File: src/rtl/sprite_pkg.sv
// Shared definitions for the sprite blitter: FSM state encoding, default
// datapath widths and a counter-width helper.
package sprite_pkg;

    localparam logic [1:0] ST_IDLE  = 2'd0;
    localparam logic [1:0] ST_FETCH = 2'd1;
    localparam logic [1:0] ST_EMIT  = 2'd2;
    localparam logic [1:0] ST_DONE  = 2'd3;

    typedef enum logic [1:0] {
        IDLE  = ST_IDLE,
        FETCH = ST_FETCH,
        EMIT  = ST_EMIT,
        DONE  = ST_DONE
    } state_t;

    localparam int DEF_COORD_W = 10;
    localparam int DEF_COLOR_W = 3;

    // A 1-wide dimension still needs a 1-bit counter.
    function automatic int cnt_width(input int n);
        return (n > 1) ? $clog2(n) : 1;
    endfunction

endpackage

File: src/rtl/sprite_addr_gen.sv
// Column/row walker for the sprite: holds the pixel counters, applies the
// flip mapping and produces the row-major sprite ROM address.
module sprite_addr_gen
    import sprite_pkg::*;
#(
    parameter int SPRITE_W = 32,
    parameter int SPRITE_H = 32,
    parameter int ADDR_W   = 10,
    parameter int COL_W    = cnt_width(SPRITE_W),
    parameter int ROW_W    = cnt_width(SPRITE_H)
) (
    input  logic              clk,
    input  logic              reset_n,
    input  logic              clear,
    input  logic              advance,
    input  logic              flip_h,
    input  logic              flip_v,
    output logic [COL_W-1:0]  col,
    output logic [ROW_W-1:0]  row,
    output logic [ADDR_W-1:0] rom_addr,
    output logic              last
);

    localparam logic [COL_W-1:0] COL_MAX = COL_W'(SPRITE_W - 1);
    localparam logic [ROW_W-1:0] ROW_MAX = ROW_W'(SPRITE_H - 1);

    logic [COL_W-1:0] col_reg, col_next;
    logic [ROW_W-1:0] row_reg, row_next;
    logic [COL_W-1:0] src_col;
    logic [ROW_W-1:0] src_row;

    always_ff @(posedge clk or negedge reset_n) begin
        if (!reset_n) begin
            col_reg <= '0;
            row_reg <= '0;
        end else begin
            col_reg <= col_next;
            row_reg <= row_next;
        end
    end

    always_comb begin
        col_next = col_reg;
        row_next = row_reg;
        if (clear) begin
            col_next = '0;
            row_next = '0;
        end else if (advance) begin
            if (col_reg == COL_MAX) begin
                col_next = '0;
                row_next = row_reg + ROW_W'(1);
            end else begin
                col_next = col_reg + COL_W'(1);
            end
        end
    end

    // Counters always walk the screen in row-major order; flipping only
    // changes which source texel feeds the current screen position.
    always_comb begin
        src_col  = flip_h ? (COL_MAX - col_reg) : col_reg;
        src_row  = flip_v ? (ROW_MAX - row_reg) : row_reg;
        rom_addr = ADDR_W'(src_row) * ADDR_W'(SPRITE_W) + ADDR_W'(src_col);
        last     = (col_reg == COL_MAX) && (row_reg == ROW_MAX);
    end

    assign col = col_reg;
    assign row = row_reg;

endmodule

File: src/rtl/sprite_blitter.sv
// Walks a WxH sprite from ROM and emits one framebuffer plot per visible
// pixel, with flips, colour-key transparency, edge clipping and backpressure.
module sprite_blitter
    import sprite_pkg::*;
#(
    parameter int SPRITE_W  = 32,
    parameter int SPRITE_H  = 32,
    parameter int COORD_W   = DEF_COORD_W,
    parameter int COLOR_W   = DEF_COLOR_W,
    parameter int ADDR_W    = 10,
    parameter int SCREEN_W  = 640,
    parameter int SCREEN_H  = 480,
    parameter int KEY_COLOR = 0
) (
    input  logic               clk,
    input  logic               reset_n,
    input  logic               start,
    input  logic [COORD_W-1:0] x_pos,
    input  logic [COORD_W-1:0] y_pos,
    input  logic               flip_h,
    input  logic               flip_v,
    input  logic               key_en,
    output logic [ADDR_W-1:0]  rom_addr,
    input  logic [COLOR_W-1:0] rom_data,
    output logic               plot_out,
    input  logic               plot_ready,
    output logic [COORD_W-1:0] x_pix,
    output logic [COORD_W-1:0] y_pix,
    output logic [COLOR_W-1:0] color,
    output logic               busy,
    output logic               draw_done
);

    localparam int COL_W = cnt_width(SPRITE_W);
    localparam int ROW_W = cnt_width(SPRITE_H);
    localparam logic [COORD_W:0]   X_LIMIT = (COORD_W+1)'(SCREEN_W);
    localparam logic [COORD_W:0]   Y_LIMIT = (COORD_W+1)'(SCREEN_H);
    localparam logic [COLOR_W-1:0] KEY     = COLOR_W'(KEY_COLOR);

    state_t state_reg, state_next;

    logic [COORD_W-1:0] x_lat_reg, y_lat_reg;
    logic               flip_h_reg, flip_v_reg, key_en_reg;
    logic [COORD_W:0]   x_sum_reg, y_sum_reg;
    logic [COLOR_W-1:0] color_reg;
    logic               first_reg;

    logic               clear, advance, last;
    logic [COL_W-1:0]   col;
    logic [ROW_W-1:0]   row;
    logic [COLOR_W-1:0] pix_color;
    logic               visible;

    sprite_addr_gen #(
        .SPRITE_W (SPRITE_W),
        .SPRITE_H (SPRITE_H),
        .ADDR_W   (ADDR_W),
        .COL_W    (COL_W),
        .ROW_W    (ROW_W)
    ) u_addr_gen (
        .clk      (clk),
        .reset_n  (reset_n),
        .clear    (clear),
        .advance  (advance),
        .flip_h   (flip_h_reg),
        .flip_v   (flip_v_reg),
        .col      (col),
        .row      (row),
        .rom_addr (rom_addr),
        .last     (last)
    );

    always_ff @(posedge clk or negedge reset_n) begin
        if (!reset_n) begin
            state_reg <= IDLE;
        end else begin
            state_reg <= state_next;
        end
    end

    always_ff @(posedge clk or negedge reset_n) begin
        if (!reset_n) begin
            x_lat_reg  <= '0;
            y_lat_reg  <= '0;
            flip_h_reg <= 1'b0;
            flip_v_reg <= 1'b0;
            key_en_reg <= 1'b0;
            x_sum_reg  <= '0;
            y_sum_reg  <= '0;
            color_reg  <= '0;
            first_reg  <= 1'b0;
        end else begin
            if (state_reg == IDLE && start) begin
                x_lat_reg  <= x_pos;
                y_lat_reg  <= y_pos;
                flip_h_reg <= flip_h;
                flip_v_reg <= flip_v;
                key_en_reg <= key_en;
            end
            // Extra bit keeps the carry so a wrapped coordinate clips.
            if (state_reg == FETCH) begin
                x_sum_reg <= {1'b0, x_lat_reg} + (COORD_W+1)'(col);
                y_sum_reg <= {1'b0, y_lat_reg} + (COORD_W+1)'(row);
            end
            first_reg <= (state_reg == FETCH);
            if (first_reg) begin
                color_reg <= pix_color;
            end
        end
    end

    // ROM data arrives in the first EMIT cycle; later stall cycles replay
    // the captured copy so colour stays stable regardless of ROM behaviour.
    always_comb begin
        pix_color = first_reg ? rom_data : color_reg;
        visible   = !(key_en_reg && (pix_color == KEY)) &&
                    (x_sum_reg < X_LIMIT) && (y_sum_reg < Y_LIMIT);
    end

    always_comb begin
        state_next = state_reg;
        clear      = 1'b0;
        advance    = 1'b0;
        case (state_reg)
            IDLE: begin
                if (start) begin
                    clear      = 1'b1;
                    state_next = FETCH;
                end
            end
            FETCH: begin
                state_next = EMIT;
            end
            EMIT: begin
                if (!visible || plot_ready) begin
                    if (last) begin
                        state_next = DONE;
                    end else begin
                        advance    = 1'b1;
                        state_next = FETCH;
                    end
                end
            end
            DONE: begin
                state_next = IDLE;
            end
            default: begin
                state_next = IDLE;
            end
        endcase
    end

    assign plot_out  = (state_reg == EMIT) && visible;
    assign busy      = (state_reg != IDLE);
    assign draw_done = (state_reg == DONE);
    assign x_pix     = x_sum_reg[COORD_W-1:0];
    assign y_pix     = y_sum_reg[COORD_W-1:0];
    assign color     = pix_color;

endmodule

File: config.mk
export PLATFORM = sky130hd
export DESIGN_NAME = sprite_blitter
export DESIGN_NICKNAME = d
export VERILOG_FILES = /design/src/rtl/sprite_pkg.sv /design/src/rtl/sprite_addr_gen.sv /design/src/rtl/sprite_blitter.sv
export SDC_FILE = /design/constraint.sdc
export NUM_CORES = 1
export LEC_CHECK = 0
export ABC_CLOCK_PERIOD_IN_PS = 5050
export CAP_MARGIN = 25
export CORE_MARGIN = 8
export CORE_UTILIZATION = 50
export DETAILED_ROUTE_END_ITERATION = 10
export GPL_TIMING_DRIVEN = 1
export PLACE_DENSITY = 0.78
export SLEW_MARGIN = 20
export SYNTH_ARGS = -nofsm -noshare
export SYNTH_HDL_FRONTEND = slang
export SYNTH_HIERARCHICAL = 1
export SYNTH_SLANG_ARGS = --single-unit
File: constraint.sdc
create_clock -name clk -period 5.05 [get_ports clk]
set_input_delay 0.7575 -clock clk [delete_from_list [all_inputs] [get_ports clk]]
set_output_delay 0.7575 -clock clk [all_outputs]
set_load 0.01 [all_outputs]
After elaboration in Yosys (flattened, before gate mapping)
Cells that the tools add are included.
{ "totals": {"reg_bits": 61, "word_cells": 62} }
{ "classes": {"addsub": 7, "magnitude_cmp": 2, "n_eq_ne": 7, "n_mux": 18, "reduce_logical": 16} }
{ "ops": {"columns": ["op", "n"], "rows": [
  ["$mux W5", 8],
  ["$add A10 B5 Y11", 2],
  ["$lt A11 B10 Y1 const B", 1],
  ["$lt A11 B9 Y1 const B", 1],
  ["$add A10 B5 Y10", 1],
  ["$add A5 B1 Y5 const B", 2],
  ["$eq A5 B5 Y1 const B", 2],
  ["$sub A5 B5 Y5 const A", 2],
  ["$pmux W2 S4", 1],
  ["$logic_and A1 B1 Y1", 6],
  ["$mux W2", 3],
  ["$reduce_bool A2 Y1", 3],
  ["$mux W1", 5],
  ["$eq A2 B2 Y1 const B", 2],
  ["$ne A2 B2 Y1 const B", 2],
  ["$reduce_and A2 Y1", 2],
  ["$logic_not A3 Y1", 1],
  ["$mux W3", 1],
  ["$eq A2 B1 Y1 const B", 1],
  ["$logic_not A1 Y1", 2],
  ["$logic_not A2 Y1", 1],
  ["$logic_or A1 B1 Y1", 1]
]} }

Logic depth before layout (Yosys ltp)
{ "logic_depth": {"word_depth": 12, "mapped_depth": 10} }

By module
Netlist, hierarchy kept.
{ "modules_own_cells": {"columns": ["mod", "instances", "cells_per_inst", "area_each_um2", "seq_area_each_um2"], "rows": [
  ["sprite_blitter", 1, 248, 2683.8, 1276.2],
  ["sprite_addr_gen", 1, 65, 621.8, 250.2]
]} }

Worst setup path before layout
No wires, ideal clock.
{ "synth_timing": {"path_kind": "input-to-reg", "startpoint": "input port rom_data[1]", "endpoint": "register u_addr_gen.col_reg[3], in the netlist u_addr_gen/col[3]", "t_arrival_ns": 2.350, "required_time_ns": 4.972, "path_slack_ns": 2.622, "cell_stages": 8, "cell_sequence": "mux2_4 o311ai_2 nor2_2 nor3_1 buf_6 inv_2 or4_1 a21oi_1"} }
{ "synth_via": {"elab_chain_len": 11} }
{ "synth_lines": {"columns": ["item", "line", "source"], "rows": [
  ["start: declaration", "sprite_blitter.sv:24", "input logic [COLOR_W-1:0] rom_data,"],
  ["$mux W3", "sprite_blitter.sv:115", "pix_color = first_reg ? rom_data : color_reg;"],
  ["$logic_not A3 Y1", "sprite_blitter.sv:116", "visible = !(key_en_reg && (pix_color == KEY)) &&"],
  ["$logic_and A1 B1 Y1", "sprite_blitter.sv:116", null],
  ["$logic_not A1 Y1", "sprite_blitter.sv:116", null],
  ["$logic_and A1 B1 Y1", "sprite_blitter.sv:116", null],
  ["$logic_and A1 B1 Y1", "sprite_blitter.sv:117", "(x_sum_reg < X_LIMIT) && (y_sum_reg < Y_LIMIT);"],
  ["$logic_not A1 Y1", "sprite_blitter.sv:135", "if (!visible || plot_ready) begin"],
  ["$logic_or A1 B1 Y1", "sprite_blitter.sv:135", null],
  ["$mux W1", "sprite_blitter.sv:135", null],
  ["$mux W1", "sprite_blitter.sv:124", "case (state_reg)"],
  ["via advance", "sprite_blitter.sv:48", "logic clear, advance, last;"],
  ["$reduce_bool A2 Y1 (no line)", null, null],
  ["end signal: assignment", "sprite_addr_gen.sv:37", "col_reg <= col_next;"],
  ["end: declaration", "sprite_addr_gen.sv:27", "logic [COL_W-1:0] col_reg, col_next;"]
]} }
The timed path passes the listed nets, and every way through them passes these cells.
A chain may end at the register's enable or synchronous reset.

Worst setup path after layout
{ "layout_timing": {"startpoint": "input port rom_data[1]", "endpoint": "output port plot_out"} }
{ "layout_via": {"elab_chain_len": 7} }
{ "layout_lines": {"columns": ["item", "line", "source"], "rows": [
  ["$mux W3", "sprite_blitter.sv:115", null],
  ["$logic_not A3 Y1", "sprite_blitter.sv:116", null],
  ["$logic_and A1 B1 Y1", "sprite_blitter.sv:116", null],
  ["$logic_not A1 Y1", "sprite_blitter.sv:116", null],
  ["$logic_and A1 B1 Y1", "sprite_blitter.sv:116", null],
  ["$logic_and A1 B1 Y1", "sprite_blitter.sv:117", null],
  ["$logic_and A1 B1 Y1", "sprite_blitter.sv:153", "assign plot_out = (state_reg == EMIT) && visible;"],
  ["end: declaration", "sprite_blitter.sv:25", "output logic plot_out,"]
]} }
Every way passes these cells.

==> metrics.md <==
| Metric | Value |
|---|---|
| Outcome | `finished, final reports clean` |
| Cell variety after synth | `45` |
| Flops & latches, synth | `61` |
| Synth warn | `6` |
| Final nets | `approximately 410` |
| WP data required | `4.29 ns` |
| Largest net degree at the start of global routing | `a little over 60` |
| Worst Setup End Kind | `primary output` |
| CP max FO | `2` |
| Max Clock Skew | `slightly above 0.007 ns` |
| Async set-reset flop share out of synthesis | `between 90% and 100%` |
| Hold Crit Class | `reg2reg` |
| Fill count | `approximately 530` |
| Delay of the slowest critical-path stage | `around 0.5 ns` |
| Most used cell, CP | `clkdlybuf4s50_1` |
| Vias per cell | `approximately 5.3` |
| Total CTS buffers | `9` |
| Power per cell area | `approximately 570 mW/mm2` |
| Worst slack, placed | `approximately 1.9 ns` |
| Synth Cell Area | `roughly 0.0033 mm2` |
| CP arrival | `~2.4 ns` |
| Initial antenna violation count | `0` |
| # rows | `29` |
| Mapped Avg Cell Area | `10.6 um2` |
| Clock buffer depth | `2` |
| Most common flop cell mapped by yosys | `dfrtp_1` |
| Avg WL per Cell | `approximately 15 um` |
| Port bufs | `65` |
| Clock slew at reported path FFs | `0.07 ns` |
| H-tree depth | `3` |
| Starting Density | `about half` |
| Actual slew at the worst max-slew pin | `between 0.9 and 1 ns` |
| Die ar. | `around 0.0095 mm2` |
| Boundary Pins | `between 60 and 70` |
| Setup violators final | `0` |
| Startpoint class of the critical path | `input pin` |
| Synth Instances | `313` |
| Tmin final | `between 3 and 4 ns` |
| FF-to-FF setup slack | `2.51 ns` |
| Final RePlAce weighted congestion | `between 0.7 and 0.8` |
| Largest area contributor in the netlist | `dfrtp_1` |
| First-pass GRT wire length | `approximately 12 mm` |
| Chip width | `about 97 um` |
| Final Hold Fails | `0` |
| Hold-fix buffers at CTS | `0` |
| Area of the multi-input gates | `about 0.0015 mm2` |
| Synth top area cells | `dfrtp_1, mux2_2, xor2_1, ha_1, buf_4` |
| Number of clock sinks | `approximately 60` |
| Sequential cell area | `around 0.0015 mm2` |
| Critical path cell sequence | `clkdlybuf4s50_1, mux2_4, o311ai_2, nor2_1, clkdlybuf4s50_1` |
| Setup TNS | `0 ns` |
| Count leader, synth | `dfrtp_1` |
| Share of the synthesized area in the top cell type | `46.2%` |
| RSZ-0062 raised after global routing | `no` |
| # diodes | `0` |
| Post-Syn Nets | `between 300 and 400` |
| Wirelength, routed | `~6.8 mm` |
| Post-CTS Setup Bufs | `0` |
| Root buffer cell | `clkbuf_8` |
| CTS tree | `yes` |
| Height of the die | `97.3 um` |
| Vias in the first global route | `~2,400` |
| Post-CTS sizing | `0` |
| Synth cell count leaders | `dfrtp_1, nand2_1, o21ai_0, mux2_2, buf_4` |
| Critical-path top delay cell | `clkdlybuf4s50_1` |
| Post-route ant nets | `0` |
| P_leak | `between 1.5 and 2 nW` |
| Drt pass-1 iters | `5` |
| Rel. slew slack | `between 30% and 40%` |
| Slew Limit Fails | `0` |
| Total gr overflow | `0` |
| Iter 0 DRT Violations | `between 70 and 80` |
| Worst vdd rail ir drop | `around 0.33 mV` |
| Post-DP HPWL | `4.98 mm` |
| Routed via count | `approximately 2,300` |
| Layout cells sized above 1 | `14.3%` |
| Layout area overhead | `22.8%` |
| Fin crit share | `62.7%` |
| Register area share after synthesis | `around 46%` |
| Post-synth EDFFs | `0` |
| Core area | `between 0.006 and 0.007 mm2` |
| FMAX | `roughly 320 MHz` |
| Max_cap viols | `0` |
| Clk Latency, worst-skew pair | `0.32 ns` |
| Fin worst setup slack | `about 1.9 ns` |
| Total GRT Usage | `14.8%` |
| Post-route DRC | `0` |
| Kind of critical path | `in2out` |
## final timing paths
path                                   start                 to  cells after the start
min in group asynchronous            reset_n         flip_h_reg                      2
hold reg to reg                 x_sum_reg[6]       x_sum_reg[6]                      2
setup / recovery                 rom_data[1]           plot_out                      5
hold / removal                  x_sum_reg[6]       x_sum_reg[6]                      2
max in group asynchronous            reset_n  u_addr_gen/col[4]                      2
setup reg to reg           u_addr_gen/col[0]  u_addr_gen/col[3]                      9
## area by class of cell
type,count,area share (%)
multi-input combinational,210,37.5
sequential,61,37.6
clock inverter,4,1.79
timing repair buffer,68,16.5
clock buffer,11,3.48
inverter,9,0.832
tap,77,2.37
## worst max-delay path, delay by kind of cell
family	cells	cell delay, ns
buf+inv	2	0.92
mux	1	0.27
simple gates	1	0.07
compound gates	1	0.38
## placed cells by master (no fill, tap or decap), drive strengths merged, types with 2 or more instances in the layout
master / synthesis / layout
o31ai: 3 / 3
clkdlybuf4s50: 0 / 64
nand2b: 3 / 3
inv: 9 / 9
and3: 5 / 5
o211ai: 3 / 3
fa: 2 / 2
a211oi: 2 / 2
o21ai: 27 / 27
buf: 25 / 4
nand3: 7 / 7
ha: 14 / 14
clkbuf: 8 / 11
xor2: 22 / 22
and2: 3 / 3
nand2: 39 / 39
xnor2: 4 / 4
dfrtp: 61 / 61
o2111ai: 2 / 2
mux2: 27 / 27
nor3: 3 / 3
nor2: 16 / 16
mux2i: 2 / 2
a21oi: 11 / 11
bufinv: 0 / 2
## logic make-up after synthesis
kind of cell | synth area share [%]
flip-flops | 46.2
adder cells (fa/ha/maj) | 6.51
buffers and inverters | 7.84
XOR/XNOR | 6.89
AND/OR/NAND/NOR | 12.2
AO/OA/AOI/OAI | 10.5
multiplexers | 9.92
## metal layers
layer  up-vias  GRT usage [%]  share of wire (%)
met5         -              0                  0
met4         0           6.29                1.2
met3         7           3.41                4.6
met2        53           25.1                 51
met1      1109           17.4                 43
li1       1147              -                  -
## power breakdown
part	leakage, nW	total (mW)	internal (mW)	switching, mW
Combinational	0.919	0.967	0.536	0.431
Sequential	0.758	0.866	0.690	0.176
Clock	0.105	0.465	0.288	0.177
## through the flow
| stage | instance area (um2) | instances | hold WS (ns) | power (mW) | util (%) |
|---|---|---|---|---|---|
| 6_report | 4060 | 440 | 0.478 | 2.30 | 63.6 |
| 5_1_grt | 4060 | 440 | 0.497 | 2.47 | 63.6 |
| 4_1_cts | 4060 | 440 | 0.483 | 2.33 | 63.6 |
| 3_5_place_dp | 3840 | 425 | 0.467 | 1.86 | 60.2 |
| 3_3_place_gp | 3840 | 425 | 0.460 | 1.82 | 60.2 |
| 2_1_floorplan | 3310 | 313 | 0.447 | 1.52 | - |
Note: power is estimated with default switching activity, not from simulation.
